## src/rtl/stopwatch_pkg.sv

```systemverilog
// Shared constants, types and helpers for the stopwatch: BCD digit types,
// seven-segment table, anode one-hot-low codes and default timing parameters.
package stopwatch_pkg;

  localparam int unsigned TICK_DIV_DEF     = 1000000;
  localparam int unsigned REFRESH_BITS_DEF = 18;
  localparam int unsigned DIGIT_W          = 4;
  localparam int unsigned SEG_W            = 7;
  localparam int unsigned AN_W             = 4;
  localparam int unsigned SEL_W            = 2;

  // Active-low segments, bit0 = a ... bit6 = g, indexed by BCD value.
  localparam logic [SEG_W-1:0] SEG_TABLE [10] = '{
    7'b1000000, 7'b1111001, 7'b0100100, 7'b0110000, 7'b0011001,
    7'b0010010, 7'b0000010, 7'b1111000, 7'b0000000, 7'b0010000
  };
  localparam logic [SEG_W-1:0] SEG_BLANK = 7'b1111111;

  localparam logic [AN_W-1:0] AN_D0 = 4'b1110;
  localparam logic [AN_W-1:0] AN_D1 = 4'b1101;
  localparam logic [AN_W-1:0] AN_D2 = 4'b1011;
  localparam logic [AN_W-1:0] AN_D3 = 4'b0111;

  localparam logic [DIGIT_W-1:0] BCD_MAX = 4'd9;

  typedef enum logic [SEL_W-1:0] {
    DIG_0 = 2'd0,
    DIG_1 = 2'd1,
    DIG_2 = 2'd2,
    DIG_3 = 2'd3
  } digit_sel_e;

  // Elapsed time: d3 = tens of seconds ... d0 = hundredths.
  typedef struct packed {
    logic [DIGIT_W-1:0] d3;
    logic [DIGIT_W-1:0] d2;
    logic [DIGIT_W-1:0] d1;
    logic [DIGIT_W-1:0] d0;
  } bcd_time_t;

  typedef struct packed {
    logic               carry;
    logic [DIGIT_W-1:0] digit;
  } bcd_step_t;

  // One BCD digit stage: add the incoming carry, wrap 9 -> 0 with carry out.
  function automatic bcd_step_t bcd_digit_inc(input logic [DIGIT_W-1:0] d,
                                              input logic               cin);
    bcd_step_t r;
    r.carry = 1'b0;
    r.digit = d;
    if (cin) begin
      if (d >= BCD_MAX) begin
        r.carry = 1'b1;
        r.digit = '0;
      end else begin
        r.digit = d + DIGIT_W'(1);
      end
    end
    return r;
  endfunction

endpackage

```

## src/rtl/seg7_decoder.sv

```systemverilog
// BCD to active-low seven-segment decode; non-BCD codes blank the digit.
module seg7_decoder
  import stopwatch_pkg::*;
(
  input  logic [DIGIT_W-1:0] i_bcd,
  output logic [SEG_W-1:0]   o_seg_c
);

  always_comb begin
    o_seg_c = SEG_BLANK;
    case (i_bcd)
      4'd0:    o_seg_c = SEG_TABLE[0];
      4'd1:    o_seg_c = SEG_TABLE[1];
      4'd2:    o_seg_c = SEG_TABLE[2];
      4'd3:    o_seg_c = SEG_TABLE[3];
      4'd4:    o_seg_c = SEG_TABLE[4];
      4'd5:    o_seg_c = SEG_TABLE[5];
      4'd6:    o_seg_c = SEG_TABLE[6];
      4'd7:    o_seg_c = SEG_TABLE[7];
      4'd8:    o_seg_c = SEG_TABLE[8];
      4'd9:    o_seg_c = SEG_TABLE[9];
      default: o_seg_c = SEG_BLANK;
    endcase
  end

endmodule

```

## src/rtl/stopwatch.sv

```systemverilog
// 00.00-99.99 s stopwatch: prescaler, four-digit BCD counter with hold, and a
// free-running refresh counter multiplexing one registered digit at a time.
module stopwatch
  import stopwatch_pkg::*;
#(
  parameter int unsigned TICK_DIV     = TICK_DIV_DEF,
  parameter int unsigned REFRESH_BITS = REFRESH_BITS_DEF
) (
  input  logic             clk,
  input  logic             button_reset,
  input  logic             hold_count_switch,
  output logic [AN_W-1:0]  anode_signals,
  output logic [SEG_W-1:0] display_out
);

  localparam int unsigned        PRESC_W    = (TICK_DIV > 1) ? $clog2(TICK_DIV) : 1;
  localparam logic [PRESC_W-1:0] PRESC_TERM = PRESC_W'(TICK_DIV - 1);

  logic [PRESC_W-1:0]      r_presc;
  logic [REFRESH_BITS-1:0] r_refresh;
  bcd_time_t               r_time;

  logic                    w_tick;
  bcd_time_t               w_time_nxt;
  bcd_step_t               w_s0;
  bcd_step_t               w_s1;
  bcd_step_t               w_s2;
  bcd_step_t               w_s3;
  digit_sel_e              w_sel;
  logic [DIGIT_W-1:0]      w_digit;
  logic [AN_W-1:0]         w_anode;
  logic [SEG_W-1:0]        w_seg;

  // Hold freezes both the prescaler and the digits, so no tick can fire.
  assign w_tick = !hold_count_switch && (r_presc == PRESC_TERM);

  always_ff @(posedge clk or negedge button_reset) begin
    if (!button_reset) begin
      r_presc <= '0;
    end else if (!hold_count_switch) begin
      r_presc <= w_tick ? '0 : r_presc + PRESC_W'(1);
    end
  end

  // Ripple the carry through all four digits in a single cycle.
  always_comb begin
    w_s0       = bcd_digit_inc(r_time.d0, w_tick);
    w_s1       = bcd_digit_inc(r_time.d1, w_s0.carry);
    w_s2       = bcd_digit_inc(r_time.d2, w_s1.carry);
    w_s3       = bcd_digit_inc(r_time.d3, w_s2.carry);
    w_time_nxt = '{d3: w_s3.digit, d2: w_s2.digit, d1: w_s1.digit, d0: w_s0.digit};
  end

  always_ff @(posedge clk or negedge button_reset) begin
    if (!button_reset) begin
      r_time <= '0;
    end else begin
      r_time <= w_time_nxt;
    end
  end

  always_ff @(posedge clk or negedge button_reset) begin
    if (!button_reset) begin
      r_refresh <= '0;
    end else begin
      r_refresh <= r_refresh + REFRESH_BITS'(1);
    end
  end

  assign w_sel = digit_sel_e'(r_refresh[REFRESH_BITS-1 -: SEL_W]);

  always_comb begin
    w_digit = r_time.d0;
    w_anode = AN_D0;
    case (w_sel)
      DIG_0: begin
        w_digit = r_time.d0;
        w_anode = AN_D0;
      end
      DIG_1: begin
        w_digit = r_time.d1;
        w_anode = AN_D1;
      end
      DIG_2: begin
        w_digit = r_time.d2;
        w_anode = AN_D2;
      end
      DIG_3: begin
        w_digit = r_time.d3;
        w_anode = AN_D3;
      end
      default: begin
        w_digit = r_time.d0;
        w_anode = AN_D0;
      end
    endcase
  end

  seg7_decoder u_seg7_decoder (
    .i_bcd   (w_digit),
    .o_seg_c (w_seg)
  );

  // Anode and segments share one register stage so they switch together.
  always_ff @(posedge clk or negedge button_reset) begin
    if (!button_reset) begin
      anode_signals <= AN_D0;
      display_out   <= SEG_TABLE[0];
    end else begin
      anode_signals <= w_anode;
      display_out   <= w_seg;
    end
  end

endmodule

```

## config.mk

```make
export PLATFORM = sky130hd
export DESIGN_NAME = stopwatch
export DESIGN_NICKNAME = d
export VERILOG_FILES = /design/src/rtl/stopwatch_pkg.sv /design/src/rtl/seg7_decoder.sv /design/src/rtl/stopwatch.sv
export SDC_FILE = /design/constraint.sdc
export NUM_CORES = 1
export LEC_CHECK = 0
export ABC_AREA = 1
export CAP_MARGIN = 20
export CELL_PAD_IN_SITES_DETAIL_PLACEMENT = 1
export CELL_PAD_IN_SITES_GLOBAL_PLACEMENT = 2
export CORE_ASPECT_RATIO = 1.75
export CORE_MARGIN = 1.5
export CORE_UTILIZATION = 34
export DETAILED_ROUTE_END_ITERATION = 10
export HOLD_SLACK_MARGIN = 0.02
export PLACE_DENSITY_LB_ADDON = 0.12
export SLEW_MARGIN = 10
export SYNTH_ARGS = -nofsm -noshare
export SYNTH_HDL_FRONTEND = slang
export SYNTH_HIERARCHICAL = 1
export SYNTH_SLANG_ARGS = --single-unit
```

## constraint.sdc

```tcl
create_clock -name clk -period 1.8 [get_ports clk]
set_clock_uncertainty 0.1 [all_clocks]
set_input_delay 0.36 -clock clk [delete_from_list [all_inputs] [get_ports clk]]
set_output_delay 0.36 -clock clk [all_outputs]
set_load 0.02 [all_outputs]
```

==> results of run 1 <==
[layout make-up]
| type | count | area (um2) | share of cell area |
|---|---|---|---|
| multi-input combinational | 292 | 1830 | 0.392 |
| sequential | 65 | 1630 | 0.349 |
| inverter | 69 | 264 | 0.0565 |
| tap | 127 | 159 | 0.0340 |
| clock inverter | 5 | 56.3 | 0.0120 |
| clock buffer | 10 | 239 | 0.0511 |
| timing repair buffer | 57 | 489 | 0.105 |
[cell usage after synthesis (all sizes together)]
cell     count  area [um2]
nand2       98         375
inv         67         251
dfrtp       61        1530
nor2        42         211
nand3       37         213
ha          19         238
o21ai       17        88.8
xor2        17         149
nand4       16         100
nor3        12        81.3
a21oi        9        45.0
xnor2        9        78.8
a31oi        5        46.3
dfstp        4         105
buf          3        17.5
o2111ai      3        26.3
clkinv       2        7.51
o22ai        2        12.5
a21o         1        7.51
and2         1        6.26
nand3b       1        7.51
nor3b        1        7.51
nor4         1        6.26
o211a        1        10.0
[cells by family after synthesis]
family	synth area share
AO/OA/AOI/OAI	0.0654
XOR/XNOR	0.0629
adder cells (fa/ha/maj)	0.0657
buffers and inverters	0.0764
flip-flops	0.451
AND/OR/NAND/NOR	0.279
[registers in the layout, summed over array words and instances (netlist names)]
signal / count
anode_signals: 4
display_out: 7
r_presc: 20
r_refresh: 18
r_time: 16
[cells in the final DEF (no fill, tap or decap), types with 8 or more instances in the layout]
| cell | count |
|---|---|
| nand3_1 | 28 |
| nand2_1 | 87 |
| a21oi_1 | 9 |
| inv_1 | 51 |
| dfrtp_1 | 59 |
| nor2_1 | 28 |
| inv_2 | 14 |
| ha_1 | 16 |
| clkdlybuf4s50_1 | 8 |
| nor3_1 | 8 |
| buf_4 | 38 |
| nand4_1 | 16 |
| nand2_2 | 11 |
| xnor2_1 | 9 |
| clkbuf_16 | 9 |
| o21ai_0 | 8 |
| xor2_1 | 17 |
[final timing paths]
kind | end | cells after the start | startpoint
min in group clk | r_refresh[8]$_DFF_PN0_ | 1 | r_refresh[8]$_DFF_PN0_
setup reg to reg | display_out[5]$_DFF_PN0_ | 10 | r_refresh[17]$_DFF_PN0_
max in group asynchronous | display_out[6]$_DFF_PN1_ | 3 | button_reset
hold / removal | r_time[9]$_DFFE_PN0P_ | 2 | button_reset
hold reg to reg | r_refresh[8]$_DFF_PN0_ | 1 | r_refresh[8]$_DFF_PN0_
setup / recovery | display_out[5]$_DFF_PN0_ | 10 | r_refresh[17]$_DFF_PN0_
[per-stage QoR]
step / setup WS, ns / cells / setup TNS [ns] / util / cell area (um2)
2_1_floorplan: 0.0308 / 429 / 0 / - / 3620
5_1_grt: -0.0519 / 625 / -0.147 / 0.454 / 4680
3_5_place_dp: -0.117 / 602 / -1.77 / 0.406 / 4190
4_1_cts: 0.00415 / 618 / 0 / 0.436 / 4490
3_3_place_gp: -0.102 / 602 / -1.04 / 0.406 / 4190
6_report: 0.0252 / 625 / 0 / 0.454 / 4680
[critical path, delay by kind of cell, from the launching register on]
kind,cells,cell delay [ns]
adders and majority gates,1,0.20
AOI/OAI and AO/OA,3,0.37
DFF,1,0.47
and+or+nand+nor,4,0.27
buffers and inverters,2,0.22
[power by group]
| part | internal [uW] | leakage (uW) | switching (uW) |
|---|---|---|---|
| Clock | 1100 | 0.000144 | 660 |
| Sequential | 1550 | 0.000772 | 107 |
| Combinational | 175 | 0.00128 | 273 |
[per-layer routing]
metal  vias to the layer above  part of all wire  GRT usage
met2                        28              0.58      0.351
met1                      1484              0.37      0.186
li1                       1504                 -          -
met4                         0             0.025     0.0726
met5                         -                 0          0
met3                        15             0.018     0.0393
[repair_timing]
item | CTS | global route
hold buffers | 1 | 0
setup buffers | 0 | 7
endpoints found under the hold margin | 5 | 0
endpoints found under the setup margin | 7 | 22
gates resized for setup | 6 | 44
pin swaps | 0 | 7
==> flow_summary.yaml, run 1 <==
worst_hold_path:
  min_path_type: "in -> async"
global_routing:
  grt_pass1_vias: 3229
  grt_max_degree: 28
  grt_antenna_before_repair: 0
  grt_first_pass_wirelength_mm: 15.7
  track_usage: 0.185
  grt-ovfl-total: 0
sta:
  drv_slew: 0
  worst-slew-pin-transition_ns: 0.494
  rsz0062_at_grt: "true"
  setup_viol_count_final: 0
  whs_ns: 0.343
  max_freq_mhz: 563
  post-route-period-util: 0.986
  relSlewSlack: 0.668
  timing.final.crit_period_ns: 1.77
  final_hold_viol_count: 0
yosys:
  synthCells: 429
  yosysUniqueCellTypes: 37
  synthesis.area_um2: 3620
  synth_warnings: 6
  synth_seq_cells: 65
  synth_seq_area_share: 0.451
  synth_area_per_cell_um2: 8.43
  synth_fp_nets: 451
floorplanning:
  core_um2: 10300
  dieArea_um2: 11300
  rows: 49
  initial_utilization: 0.351
  ios: 14
  die_x_um: 81.0
  die_h_um: 139
cts:
  h-tree-depth: 3
  root_buffer: "clkbuf_16"
  cts_num_sinks: 65
  cts_buffer_depth: 2
  clk-insertion-delay-late_ns: 0.33
  numCtsBuffers: 9
  cts_tree: "built"
  clk_pin_slew_worst_paths_ns: 0.06
worst_setup_path:
  cp_cell_sequence: "nand2_2 > o22ai_2 > a31oi_2 > o21ai_2 > buf_4 > ha_1 > inv_1 > nand2_2 > nand3_2 > nand2_1"
  required_ns: 1.91
  crit_path_max_incr_delay_ns: 0.47
  crit_type: "reg -> reg"
  critPathMaxFanout: 5
  critPathSlowestCell: "dfrtp_2"
  worst_setup_path_start_kind: "flip-flop"
  critPathCaptureType: "flip-flop"
  crit_top_cell: "nand2_2"
  cp.arrival_ns: 1.89
  rrSetupSlack_ns: 0.03
placed_design:
  gp_congestion: 0.758
  hpwlAfterDp_mm: 7.27
  port_buffers: 13
cells_and_area:
  final_nets: 516
  drive_above_1_share: 0.257
  syn2layout_area_growth_pct: 29.2
  diodes: 0
  nFillCells: 1248
outcome:
  status: "complete, no violations"
routing:
  first_pass_iters: 4
  antenna_left: 0
  totalWireLength_mm: 9.36
  drc: 0
  dr.first_iter.drc_count: 86
  vias: 3031
  wl_per_cell_um: 15.0
  vias_per_cell: 4.85
power:
  ir_drop_mv: 0.482
  power_density_nw_per_um2: 826
  finalPower_uw: 3860
  leakage_uw: 0.00220
flow_run:
  maxCapViolations: 0
Note: power is estimated with default switching activity, not from simulation.
==> inputs of run 2 (changes only) <==
--- a/config.mk
+++ b/config.mk
@@ -11,7 +11,8 @@
 export CELL_PAD_IN_SITES_GLOBAL_PLACEMENT = 2
 export CORE_ASPECT_RATIO = 1.75
 export CORE_MARGIN = 1.5
-export CORE_UTILIZATION = 34
+export CORE_UTILIZATION = 38
+export CTS_CLUSTER_SIZE = 10
 export DETAILED_ROUTE_END_ITERATION = 10
 export HOLD_SLACK_MARGIN = 0.02
 export PLACE_DENSITY_LB_ADDON = 0.12
==> constraint.sdc (replaced) <==
create_clock -name clk -period 1.95 [get_ports clk]
set_clock_uncertainty 0.1 [all_clocks]
set_input_delay 0.39 -clock clk [delete_from_list [all_inputs] [get_ports clk]]
set_output_delay 0.39 -clock clk [all_outputs]
set_load 0.02 [all_outputs]
==> run 2 against run 1 <==
Compared with the run above:
- sequential share of layout area rose by 1.6 points
- global-route usage rose by 2.3 points
- via count fell by 2.2%
- setup slack improved by 0.0011 ns
- first-iteration DRC count fell by 3.5%
- cell area fell by 4.5%
- largest cell class unchanged
- highest routed layer unchanged
==> flow_summary.yaml, run 2 (same netlist as run 1, synthesis figures left out) <==
routing:
  dr.first_iter.drc_count: 83
  antenna_left: 0
  wl_met3_um: 155
  wl_per_cell_um: 15.5
  wl_met1_mm: 3.26
  dr_wl_met2_mm: 5.68
  drc: 0
  totalWireLength_mm: 9.37
  top_layer_used: "met4"
  vias: 2965
  first_pass_iters: 4
  vias_per_cell: 4.91
cells_and_area:
  drive_above_1_share: 0.162
  syn2layout_area_growth_pct: 23.4
  final_common_cell: "nand2_1"
  largest_reg_flops: 20
  top_regs: "r_presc (20), r_refresh (18), r_time (16)"
  final_cell_mix: "nand2_1, dfrtp_1, inv_1"
  regMostFlops: "r_presc"
  diodes: 0
  final_area_um2: 4460
  final_nets: 499
global_routing:
  grt_first_pass_wirelength_mm: 16.0
  track_usage: 0.208
  grt_pass1_vias: 3289
  grt_max_degree: 26
  grt-ovfl-total: 0
  grt_antenna_before_repair: 0
worst_setup_path:
  cp.arrival_ns: 1.43
  critPathCaptureType: "primary output"
  critPathSlowestCell: "clkdlybuf4s50_1"
  path_delay_family: "buffers and inverters"
  crit_type: "reg -> out"
  worst_setup_path_start_kind: "flip-flop"
  critPathMaxFanout: 1
  required_ns: 1.46
  cp_cell_sequence: "clkdlybuf4s50_1"
  crit_path_max_incr_delay_ns: 0.59
  worstPathBufferInverterCount: 1
  rrSetupSlack_ns: 0.14
worst_hold_path:
  min_path_type: "reg -> reg"
cts:
  cts_tree: "built"
  clk_pin_slew_worst_paths_ns: 0.05
  h-tree-depth: 3
  numCtsBuffers: 9
  cts_buffer_depth: 2
  root_buffer: "clkbuf_16"
  cts_num_sinks: 65
  clk-insertion-delay-late_ns: 0.34
placed_design:
  hpwlAfterDp_mm: 7.41
  port_buffers: 13
  dpl_worst_slack_ns: 0.0245
  placedInstanceArea_um2: 4090
  gp_congestion: 0.848
sta:
  rsz0062_at_grt: "false"
  fin_ws_ns: 0.0263
  post-route-period-util: 0.987
  setup_tns_ns: 0
  drv_slew: 0
  timing.final.crit_period_ns: 1.92
  setup_viol_count_final: 0
  max_freq_mhz: 520
  final_hold_viol_count: 0
  worst-slew-pin-transition_ns: 0.586
  relSlewSlack: 0.609
floorplanning:
  initial_utilization: 0.387
  dieArea_um2: 10100
  rows: 47
  die_h_um: 132
  die_x_um: 76.8
  core_um2: 9350
  ios: 14
power:
  finalPower_uw: 3790
  power_density_nw_per_um2: 848
  leakage_uw: 0.00214
  ir_drop_mv: 0.493
outcome:
  status: "complete, no violations"
flow_run:
  maxCapViolations: 0
==> run 2: area by class of cell <==
type / instances / area [um2]
multi-input combinational: 292 / 1720
fill: 1114 / 4890
clock inverter: 5 / 103
tap: 122 / 153
clock buffer: 11 / 243
inverter: 69 / 259
sequential: 65 / 1630
timing repair buffer: 40 / 358
==> run 2: stage by stage <==
stage | hold WS (ns) | utilization | cells
floorplan | -0.00559 | - | 429
global placement | 0.318 | 0.438 | 586
detailed placement | 0.326 | 0.438 | 586
CTS | 0.372 | 0.476 | 603
global route | 0.397 | 0.477 | 604
finish | 0.368 | 0.477 | 604
==> run 2: layer usage <==
layer	track usage	vias up
li1	-	1473
met1	0.193	1447
met2	0.426	27
met3	0.0298	18
met4	0.0926	0
met5	0	-
==> run 2: report_power, final <==
part           internal, uW  switching, uW  total (uW)
combinational           146            230         376
clock                  1280            591        1870
sequential             1430            110        1540
total                  2860            931        3790
==> run 2: worst paths after layout <==
path                                                 start                       end  cells after the start
worst min register to register     r_refresh[15]$_DFF_PN0_   r_refresh[15]$_DFF_PN0_                      1
max in group asynchronous                     button_reset    r_presc[3]$_DFFE_PN0N_                      3
worst min-delay path               r_refresh[15]$_DFF_PN0_   r_refresh[15]$_DFF_PN0_                      1
min in group asynchronous                     button_reset    r_time[11]$_DFFE_PN0P_                      2
worst max register to register     r_refresh[16]$_DFF_PN0_  display_out[3]$_DFF_PN0_                     10
worst max-delay path            anode_signals[3]$_DFF_PN1_          anode_signals[3]                      1
==> run 2: what timing repair did <==
item / CTS / global route
hold buffers: 1 / 0
setup buffers: 0 / 1
endpoints found under the hold margin: 17 / 0
endpoints found under the setup margin: 0 / 7
gates resized for setup: 0 / 4
==> inputs of run 3 (changes only) <==
--- a/config.mk
+++ b/config.mk
@@ -14,7 +14,7 @@
 export CORE_UTILIZATION = 38
 export CTS_CLUSTER_SIZE = 10
 export DETAILED_ROUTE_END_ITERATION = 10
-export HOLD_SLACK_MARGIN = 0.02
+export HOLD_SLACK_MARGIN = 0.15
 export PLACE_DENSITY_LB_ADDON = 0.12
 export SLEW_MARGIN = 10
 export SYNTH_ARGS = -nofsm -noshare
==> results of run 3 <==
Same layout as run 2: the final DEF is identical, and so are final timing and power.
